## src/rtl/time_setter_pkg.sv

```systemverilog
// time_setter_pkg -- shared seconds-of-day definitions for the clock blocks.
//
// Holds the 17-bit seconds type, the day/hour/minute constants and the
// wrap-aware field helpers used by the time/alarm setter. The counter and
// alarm blocks take their seconds type and constants from here as well.
//
// Contents:
//   sec_t           17-bit seconds-of-day (0..86399)
//   edit_state_e    setter FSM states; the code is exported as edit_field
//   inc_hour()      +1 hour, wrapping at midnight, minutes/seconds kept
//   inc_min()       +1 minute, wrapping inside the hour, hour/seconds kept
//   trunc_min()     clear the seconds field (value minus value mod 60)

package time_setter_pkg;

  typedef logic [16:0] sec_t;

  localparam sec_t SEC_DAY_MAX  = 17'd86399;
  localparam sec_t SEC_PER_DAY  = 17'd86400;
  localparam sec_t SEC_PER_HOUR = 17'd3600;
  localparam sec_t SEC_PER_MIN  = 17'd60;

  // First second-of-hour whose minute field is 59 (59 * 60).
  localparam sec_t MIN59_START  = 17'd3540;

  typedef enum logic [2:0] {
    ST_IDLE   = 3'd0,
    ST_T_HOUR = 3'd1,
    ST_T_MIN  = 3'd2,
    ST_A_HOUR = 3'd3,
    ST_A_MIN  = 3'd4
  } edit_state_e;

  // The largest legal input plus one hour still fits in 17 bits, so the
  // sum cannot overflow before the wrap test.
  function automatic sec_t inc_hour(input sec_t s);
    sec_t t;
    t = s + SEC_PER_HOUR;
    if (t > SEC_DAY_MAX) begin
      t = t - SEC_PER_DAY;
    end
    return t;
  endfunction

  function automatic sec_t inc_min(input sec_t s);
    sec_t t;
    if ((s % SEC_PER_HOUR) >= MIN59_START) begin
      t = s + SEC_PER_MIN - SEC_PER_HOUR;
    end else begin
      t = s + SEC_PER_MIN;
    end
    return t;
  endfunction

  function automatic sec_t trunc_min(input sec_t s);
    return s - (s % SEC_PER_MIN);
  endfunction

endpackage

```

## src/rtl/time_setter_btn_cond.sv

```systemverilog
// btn_cond -- button conditioner: synchronizer, optional debounce, edge detect.
//
// Optional feature: define TIME_SETTER_DEBOUNCE_EN to insert a filter that
// only changes the conditioned level after DEBOUNCE_CYCLES consecutive
// synchronized samples that disagree with it. Without the macro the level
// is the two-flop synchronizer output and DEBOUNCE_CYCLES is not used by
// the datapath.
//
// Ports:
//   clock    in   system clock, posedge
//   reset    in   synchronous active-high reset
//   btn_i    in   raw asynchronous button, active-high
//   press_o  out  one-cycle pulse on a 0->1 change of the conditioned level

module btn_cond #(
  parameter int DEBOUNCE_CYCLES = 4
) (
  input  logic clock,
  input  logic reset,
  input  logic btn_i,
  output logic press_o
);

  logic       sync1_q;
  logic       sync2_q;
  logic       level;
  logic       prev_q;
  logic       armed_q;
  logic       armed_d;
  logic [1:0] live_q;

  always_ff @(posedge clock) begin
    if (reset) begin
      sync1_q <= 1'b0;
      sync2_q <= 1'b0;
    end else begin
      sync1_q <= btn_i;
      sync2_q <= sync1_q;
    end
  end

`ifdef TIME_SETTER_DEBOUNCE_EN
  localparam int CntW = (DEBOUNCE_CYCLES > 1) ? $clog2(DEBOUNCE_CYCLES) : 1;
  localparam logic [CntW-1:0] CntLast = CntW'(DEBOUNCE_CYCLES - 1);

  logic [CntW-1:0] cnt_q;
  logic [CntW-1:0] cnt_d;
  logic            filt_q;
  logic            filt_d;

  // Count consecutive samples that disagree with the current level; any
  // agreeing sample restarts the count, so short glitches never get through.
  always_comb begin
    cnt_d  = '0;
    filt_d = filt_q;
    if (sync2_q != filt_q) begin
      if (cnt_q == CntLast) begin
        filt_d = sync2_q;
      end else begin
        cnt_d = cnt_q + CntW'(1);
      end
    end
  end

  always_ff @(posedge clock) begin
    if (reset) begin
      cnt_q  <= '0;
      filt_q <= 1'b0;
    end else begin
      cnt_q  <= cnt_d;
      filt_q <= filt_d;
    end
  end

  assign level = filt_q;
`else
  assign level = sync2_q;
`endif

  // A zero-length filter would make the level unreachable.
  assert property (@(posedge clock) DEBOUNCE_CYCLES >= 1);

  // Presses are only accepted once the button has been seen released with
  // real post-reset samples in the synchronizer (live_q[1] set), so a button
  // held through reset cannot fire until it is released and pressed again.
  assign armed_d = armed_q | (live_q[1] & ~sync2_q & ~level);

  always_ff @(posedge clock) begin
    if (reset) begin
      prev_q  <= 1'b0;
      armed_q <= 1'b0;
      live_q  <= 2'b00;
    end else begin
      prev_q  <= level;
      armed_q <= armed_d;
      live_q  <= {live_q[0], 1'b1};
    end
  end

  assign press_o = armed_q & level & ~prev_q;

endmodule

```

## src/rtl/time_setter.sv

```systemverilog
// time_setter -- button-driven time and alarm setter for the digital clock.
//
// Mode steps IDLE -> T_HOUR -> T_MIN -> A_HOUR -> A_MIN -> IDLE. Entering
// T_HOUR captures the running time; leaving T_MIN strobes the edited time
// (seconds cleared) to the counter; leaving A_MIN commits the alarm time.
// Inc bumps the field being edited with in-field wrap. The alarm button
// toggles the alarm enable at any time.
//
// Optional feature: TIME_SETTER_DEBOUNCE_EN enables the debounce filter in
// each btn_cond instance (DEBOUNCE_CYCLES stable samples).
//
// Ports:
//   clock          in   system clock, posedge
//   reset          in   synchronous active-high reset
//   btn_mode       in   raw mode/advance button
//   btn_inc        in   raw increment button
//   btn_alarm      in   raw alarm enable-toggle button
//   counter_state  in   current seconds-of-day from the counter
//   set_flag       out  one-cycle load strobe to the counter
//   set_time       out  seconds-of-day to load, valid with set_flag
//   alarm_flag     out  alarm enabled level
//   alarm_time     out  committed alarm seconds-of-day
//   edit_field     out  current FSM state code, for display blinking

module time_setter
  import time_setter_pkg::*;
#(
  parameter int DEBOUNCE_CYCLES = 4
) (
  input  logic        clock,
  input  logic        reset,
  input  logic        btn_mode,
  input  logic        btn_inc,
  input  logic        btn_alarm,
  input  logic [16:0] counter_state,
  output logic        set_flag,
  output logic [16:0] set_time,
  output logic        alarm_flag,
  output logic [16:0] alarm_time,
  output logic [2:0]  edit_field
);

  logic mode_press;
  logic inc_press;
  logic alarm_press;

  btn_cond #(.DEBOUNCE_CYCLES(DEBOUNCE_CYCLES)) u_mode (
    .clock   (clock),
    .reset   (reset),
    .btn_i   (btn_mode),
    .press_o (mode_press)
  );

  btn_cond #(.DEBOUNCE_CYCLES(DEBOUNCE_CYCLES)) u_inc (
    .clock   (clock),
    .reset   (reset),
    .btn_i   (btn_inc),
    .press_o (inc_press)
  );

  btn_cond #(.DEBOUNCE_CYCLES(DEBOUNCE_CYCLES)) u_alarm (
    .clock   (clock),
    .reset   (reset),
    .btn_i   (btn_alarm),
    .press_o (alarm_press)
  );

  edit_state_e state_q, state_d;
  sec_t        buf_q, buf_d;
  logic        set_flag_q, set_flag_d;
  sec_t        set_time_q, set_time_d;
  logic        alarm_flag_q, alarm_flag_d;
  sec_t        alarm_time_q, alarm_time_d;

  always_ff @(posedge clock) begin
    if (reset) begin
      state_q      <= ST_IDLE;
      buf_q        <= '0;
      set_flag_q   <= 1'b0;
      set_time_q   <= '0;
      alarm_flag_q <= 1'b0;
      alarm_time_q <= '0;
    end else begin
      state_q      <= state_d;
      buf_q        <= buf_d;
      set_flag_q   <= set_flag_d;
      set_time_q   <= set_time_d;
      alarm_flag_q <= alarm_flag_d;
      alarm_time_q <= alarm_time_d;
    end
  end

  // Mode is tested before inc in every state, so a simultaneous inc press
  // is dropped. The alarm toggle sits outside the case and runs in parallel.
  always_comb begin
    state_d      = state_q;
    buf_d        = buf_q;
    set_flag_d   = 1'b0;
    set_time_d   = set_time_q;
    alarm_time_d = alarm_time_q;
    alarm_flag_d = alarm_flag_q ^ alarm_press;

    unique case (state_q)
      ST_IDLE: begin
        if (mode_press) begin
          buf_d   = counter_state;
          state_d = ST_T_HOUR;
        end
      end
      ST_T_HOUR: begin
        if (mode_press) begin
          state_d = ST_T_MIN;
        end else if (inc_press) begin
          buf_d = inc_hour(buf_q);
        end
      end
      ST_T_MIN: begin
        if (mode_press) begin
          set_flag_d = 1'b1;
          set_time_d = trunc_min(buf_q);
          buf_d      = alarm_time_q;
          state_d    = ST_A_HOUR;
        end else if (inc_press) begin
          buf_d = inc_min(buf_q);
        end
      end
      ST_A_HOUR: begin
        if (mode_press) begin
          state_d = ST_A_MIN;
        end else if (inc_press) begin
          buf_d = inc_hour(buf_q);
        end
      end
      ST_A_MIN: begin
        if (mode_press) begin
          alarm_time_d = trunc_min(buf_q);
          state_d      = ST_IDLE;
        end else if (inc_press) begin
          buf_d = inc_min(buf_q);
        end
      end
      default: begin
        state_d = ST_IDLE;
      end
    endcase
  end

  assign set_flag   = set_flag_q;
  assign set_time   = set_time_q;
  assign alarm_flag = alarm_flag_q;
  assign alarm_time = alarm_time_q;
  assign edit_field = state_q;

endmodule

```

## config.mk

```make
export PLATFORM = sky130hd
export DESIGN_NAME = time_setter
export DESIGN_NICKNAME = d
export VERILOG_FILES = /design/src/rtl/time_setter_pkg.sv /design/src/rtl/time_setter_btn_cond.sv /design/src/rtl/time_setter.sv
export SDC_FILE = /design/constraint.sdc
export NUM_CORES = 1
export LEC_CHECK = 0
export ABC_AREA = 1
export BUFFER_PORTS_ARGS = -buffer_cell sky130_fd_sc_hd__buf_2
export CAP_MARGIN = 0
export CORE_MARGIN = 2
export CORE_UTILIZATION = 30
export CTS_CLUSTER_SIZE = 24
export DETAILED_ROUTE_END_ITERATION = 8
export PLACE_DENSITY = 0.52
export SYNTH_ARGS = -nofsm -noshare
export SYNTH_HDL_FRONTEND = slang
export SYNTH_SLANG_ARGS = --single-unit
```

## constraint.sdc

```tcl
create_clock -name clock -period 8.4 [get_ports clock]
set_clock_uncertainty 0.2 [all_clocks]
set_input_delay 0.84 -clock clock [delete_from_list [all_inputs] [get_ports clock]]
set_output_delay 0.84 -clock clock [all_outputs]
set_load 0.03 [all_outputs]
```

---- Word-level counts from Yosys, hierarchy flattened ----
Index checks and enable logic that the tools add are counted.
storage, ports and cells
  register bits ........................... 74
  output and inout bits ................... 39
  word-level logic and storage cells ...... 95
cells by class
  add/subtract/negate cells ............... 5
  div/mod/pow operators ................... 2
  order comparisons ....................... 2
  equal/unequal tests ..................... 12
  mux-type cells .......................... 19
  bitwise gates (word level) .............. 23
  reductions and logical operators ........ 8
operators by type and width
  operator                                                                    number
  17-bit 2-to-1 mux                                                           8
  17-bit one-hot mux with 4 select lines                                      1
  17-bit by 12-bit adder with 17-bit output (second input constant)           1
  17-bit by 6-bit adder with 17-bit output (second input constant)            1
  17-bit by 12-bit >= comparator with 1-bit output (second input constant)    1
  17-bit > comparator (second input constant)                                 1
  17-bit by 12-bit remainder unit with 17-bit output (second input constant)  1
  17-bit by 6-bit remainder unit with 17-bit output (second input constant)   1
  17-bit by 12-bit subtractor with 17-bit output (second input constant)      1
  17-bit subtractor                                                           1
  17-bit subtractor (second input constant)                                   1
  3-bit 2-to-1 mux                                                            5
  3-bit one-hot mux with 5 select lines                                       1
  2-bit != test (second input constant)                                       7
  1-bit AND                                                                   12
  5-bit AND reduction                                                         2
  1-bit NOT                                                                   7
  3-bit by 2-bit == test with 1-bit output (second input constant)            2
  1-bit 2-to-1 mux                                                            4
  2-bit AND reduction                                                         2
  4-bit nonzero test                                                          1
  2-bit OR reduction                                                          2
  3-bit by 1-bit == test with 1-bit output (second input constant)            1
  3-bit == test (second input constant)                                       1
  other kinds (4)                                                             6

---- Longest topological paths before layout ----
  word-level depth ........................ 6
  gate-level depth with buffers ........... 80

---- Modules after synthesis ----
A second synthesis with hierarchy kept.
second synthesis, totals
  cell total of the unflattened synthesis .. 1341
  area, all modules ....................... 7800.0 sq um
by module, submodules not included
  module       instances  cells each  area each (sq um)  seq. area each (sq um)
  time_setter  1          1284        7252.0             1041.0
  btn_cond     3          19          182.7              120.1

---- Least setup slack after synthesis ----
OpenSTA, ideal clock, no wires.
  path kind ............................... register to register
  start point ............................. register buf_q[5]
  end point ............................... register set_time_q[16], in the netlist set_time[16]
  setup time .............................. 0.115 ns
  arrival ................................. 8.107 ns
  slack ................................... -0.023 ns
  cell stages (with the launch flop) ...... 77
  clock period less this slack ............ 8.423 ns
  cell sequence ........................... dfxtp_1 buf_2 clkinv_1 ha_1 nand2_1 nand2_4 nand2_1 nand2_1 nand2_2 buf_4 nand3_1 o21ai_2 nand2_1 o21ai_0 nand3_1 o21ai_1 nand2_1 nand4_1 [... 41 more ...] a21oi_1 o21bai_1 a21oi_1 inv_1 a21oi_1 nor2_1 nor2_1 inv_1 a21oi_1 inv_1 a21oi_1 o21bai_1 a21oi_1 nor2_1 nor2_1 xor2_1 o21ai_0 inv_1
on the way
  word-level cells in the longest chain between the ends .. 2
RTL lines
  item                                               RTL line               source
  from (decl)                                        time_setter.sv:69      sec_t buf_q, buf_d;
  from (signal assigned)                             time_setter.sv:85      buf_q <= buf_d;
  17-bit by 6-bit remainder unit with 17-bit output  time_setter_pkg.sv:56  return s - (s % SEC_PER_MIN);
  17-bit subtractor *                                time_setter_pkg.sv:56
  to (signal assigned)                               time_setter.sv:87      set_time_q <= set_time_d;
  to (decl)                                          time_setter.sv:71      sec_t set_time_q, set_time_d;
Mark *: on every way between the ends. The rest lies on a longest branch, timed or not.
A chain may end at the register's enable or synchronous reset.

---- Worst setup path after layout ----
  start point ............................. register buf_q[3]
  end point ............................... register alarm_time_q[16], in the netlist alarm_time[16]
on the way
  word-level cells in the longest chain between the ends .. 2
RTL lines
  item                                               RTL line               source
  17-bit by 6-bit remainder unit with 17-bit output  time_setter_pkg.sv:56
  17-bit subtractor *                                time_setter_pkg.sv:56
  to (signal assigned)                               time_setter.sv:89      alarm_time_q <= alarm_time_d;
  to (decl)                                          time_setter.sv:73      sec_t alarm_time_q, alarm_time_d;
Marked as above.

==> results.cfg <==
[run_status]
status = finished with violations
violations = negative setup slack

[min_path]
holdCritPathClass = reg -> reg
hp-start = u_alarm.sync1_q
worstHoldPathCells = 2
worstHoldEndpoint = u_alarm.level

[critical_path]
crit_top_cell = nand2_2
crit_type = reg -> reg
arrival_ns = 8.64
startpoint_type = register
required_ns = 8.48
rr_startpoint = buf_q[3]
reg2reg_slack_ns = -0.16
crit_fanout = 8
crit_slowest_cell = dfxtp_2
cp-end-kind = register
reg2reg_depth = 77
slowest_delay_ns = 0.32
rr_endpoint = alarm_time[16]

[floorplanning]
die_y_um = 164.6
core.rowCount = 58
fp.coreArea_mm2 = 0.02525
die_area_mm2 = 0.02710
chipWidth_um = 164.6
start_util_pct = 30.65
io_pins = 61

[clock_network]
htree_levels = 3
cts_tree = yes
clk_pin_slew_worst_paths_ns = 0.06
clk_latency_ns = 0.34
clockBufferDepth = 2
cts-buffers-inserted = 9
cts_sinks = 66
cts_hold_buf = 0
ctsRootBufferMaster = clkbuf_16

[logic_synthesis]
synth.area.mux_share_pct = 0
async_reset_ff_share_pct = 0
avgSynthCellArea_um2 = 5.716
netlist.area_leader.share_pct = 17.07
synth_most_common_cell = nand2_1
ys_warn_count = 0
synth_compound_area_share_pct = 17.99
synth_common_cells = nand2_1 (326), inv_1 (210), nor2_1 (166)
synthTopCellsByArea = dfxtp_1 (17%), nand2_1 (16%), inv_1 (10%)
yosysUniqueCellTypes = 54
synth_edf_count = 0
synth_fa_ha_area_share_pct = 4.041
synth_top_family_by_area = simple AND/OR/NAND/NOR gates
synthSimpleGateAreaFrac_pct = 39.65
ys_ff_latch = 66
syn_area_mm2 = 0.007740
ys_seq_area_share_pct = 17.07
synthFlopType = dfxtp_1
synth_area_leader_cell = dfxtp_1
synth_cells = 1354
synth_xor_area_share_pct = 7.000

[power]
power.leakage_nw = 5.262
vdd_drop_max_uv = 105.2
p_int_mw = 0.7788
power.share.switching_pct = 38.32
clkPwrFrac_pct = 31.1
combPwrFrac_pct = 43.3
power.net_switching_mw = 0.4840
pwr-share-seq_pct = 25.6
power_density_mw_per_mm2 = 125.6

[route]
drt_first_pass_iters = 5
finalWirelength_um = 23900
wl_per_cell_um = 13.01
drt_iter0_drc = 480
viasPerCell = 4.691
ant_nets = 0
vias = 8617
drc_errors = 0

[sta]
period_minus_slack_ns = 8.558
fmax_mhz = 116.8
worstMarginPinSlew_ns = 1.162
setup_slack_ns = -0.1584
slew_viol_final = 0
setup_viol = 4
grt_setup_unrepaired = true
hold_viol = 0
timing.final.crit_share_pct = 101.9
slew_headroom_pct = 22.50
finalSetupTns_ns = -0.5379

[place]
post-place-ws_ns = -0.3732
gp_congestion = 0.8868
dp_cells = 1789
port_buffers = 56
hpwl_um = 18120

[global_routing]
met1_usage_pct = 23.82
use_met3_pct = 1.406
met2_usage_pct = 29.90
grt_pass1_wl_um = 38630
grt_max_degree = 61
antenna_found_initial = 0
grt-ovfl-total = 0
track_usage_pct = 17.31
first_global_vias = 7971
top_usage_layer = met2

[layout]
drive_above_1_share_pct = 27.34
regArea_mm2 = 0.001328
area_growth_pct = 29.86
multi_input_area_mm2 = 0.005992
final_nets = 1549
final_util_pct = 39.80
diodes = 0
instances_no_fill = 1837
n_fill_cell = 2777

[job]
maxCapViolations = 0
[cell families after synthesis]
kind of cell / Yosys count
XOR/XNOR: 61
other: 2
buffers and inverters: 273
flip-flops: 66
adder cells (fa/ha/maj): 25
AO/OA/AOI/OAI: 242
AND/OR/NAND/NOR: 685
[worst max-delay path, delay by kind of cell (launching register included)]
kind	cells	cell delay (ns)
flip-flops	1	0.32
buffers and inverters	17	1.39
adder cells (fa/ha/maj)	2	0.34
XOR/XNOR	1	0.22
AO/OA/AOI/OAI	17	2.33
AND/OR/NAND/NOR	40	3.67
[per-layer routing]
metal	routed length, um	vias to the layer above
li1	-	4581
met1	11550	3881
met2	11430	136
met3	679	19
met4	233	0
met5	0	-
[power by group through the flow]
stage / Clock (mW) / Sequential (mW) / Combinational (mW)
after global placement: 0 / 0.330 / 0.432
after detailed placement: 0 / 0.330 / 0.433
after floorplan: 0 / 0.330 / 0.300
after CTS: 0.403 / 0.323 / 0.459
after global routing: 0.413 / 0.324 / 0.604
final: 0.393 / 0.323 / 0.546
[flip-flops by register name, summed over array words and instances, names as in the netlist, 2 cells and up]
| name | cells |
|---|---|
| set_time | 15 |
| alarm_time | 15 |
| edit_field | 3 |
| u_inc.live_q | 2 |
| buf_q | 17 |
[cells in the final DEF, fill, tap and decap left out, types with 6 or more instances in the layout]
| master | Yosys | final |
|---|---|---|
| nand3_1 | 90 | 76 |
| o21ai_0 | 85 | 67 |
| o211ai_1 | 9 | 9 |
| o21ai_2 | 6 | 17 |
| clkbuf_16 | 0 | 9 |
| nand2_2 | 31 | 64 |
| inv_1 | 210 | 196 |
| xnor2_1 | 11 | 10 |
| nor3_1 | 15 | 14 |
| nand2_4 | 10 | 23 |
| conb_1 | 2 | 13 |
| ha_1 | 25 | 20 |
| buf_2 | 5 | 56 |
| dfxtp_1 | 66 | 61 |
| nand3_2 | 8 | 16 |
| o21ai_1 | 25 | 29 |
| a21oi_2 | 4 | 13 |
| nand2_1 | 326 | 280 |
| nor2_2 | 8 | 13 |
| nor2_4 | 4 | 12 |
| xor2_1 | 49 | 47 |
| inv_2 | 17 | 28 |
| nand4_1 | 18 | 18 |
| nand3_4 | 0 | 6 |
| nor2_1 | 166 | 153 |
| buf_4 | 11 | 107 |
| a21oi_1 | 75 | 65 |
| o21bai_1 | 7 | 7 |
[worst max-delay path by stage]
stage / start / endpoint / slack, ns
final: buf_q[3] / alarm_time[16] / -0.16
after floorplan: buf_q[4] / set_time[16] / 0.06
after detailed placement: buf_q[4] / set_time[16] / -0.37
after CTS: buf_q[2] / alarm_time[16] / -0.005
after global routing: buf_q[2] / set_time[16] / -0.96
after global placement: buf_q[2] / alarm_time[16] / -0.15
[area by class of cell]
class / instances / share of cell area, %
multi-input cells: 1026 / 59.62
flip-flops and latches: 66 / 13.21
repair buffers: 165 / 11.09
inverters: 234 / 8.913
clock inverters: 7 / 0.8216
clock buffers: 9 / 2.241
well taps: 330 / 4.108
[stage by stage]
stage	hold WS, ns	cell area (um2)	total power, mW
floorplan	0.1883	7782	0.6306
global placement	0.1936	8862	0.7623
detailed placement	0.1961	8862	0.7627
CTS	0.2051	9353	1.185
global route	0.2143	10050	1.341
finish	0.2014	10050	1.263
[what timing repair did]
action / 4_1_cts / 5_1_grt
endpoints found under the setup margin: 6 / 16
setup buffers: 10 / 24
pin swaps: 8 / 75
resized for setup: 35 / 150
gates cloned: 0 / 0
No activity file was read; power rests on OpenSTA's default activity.
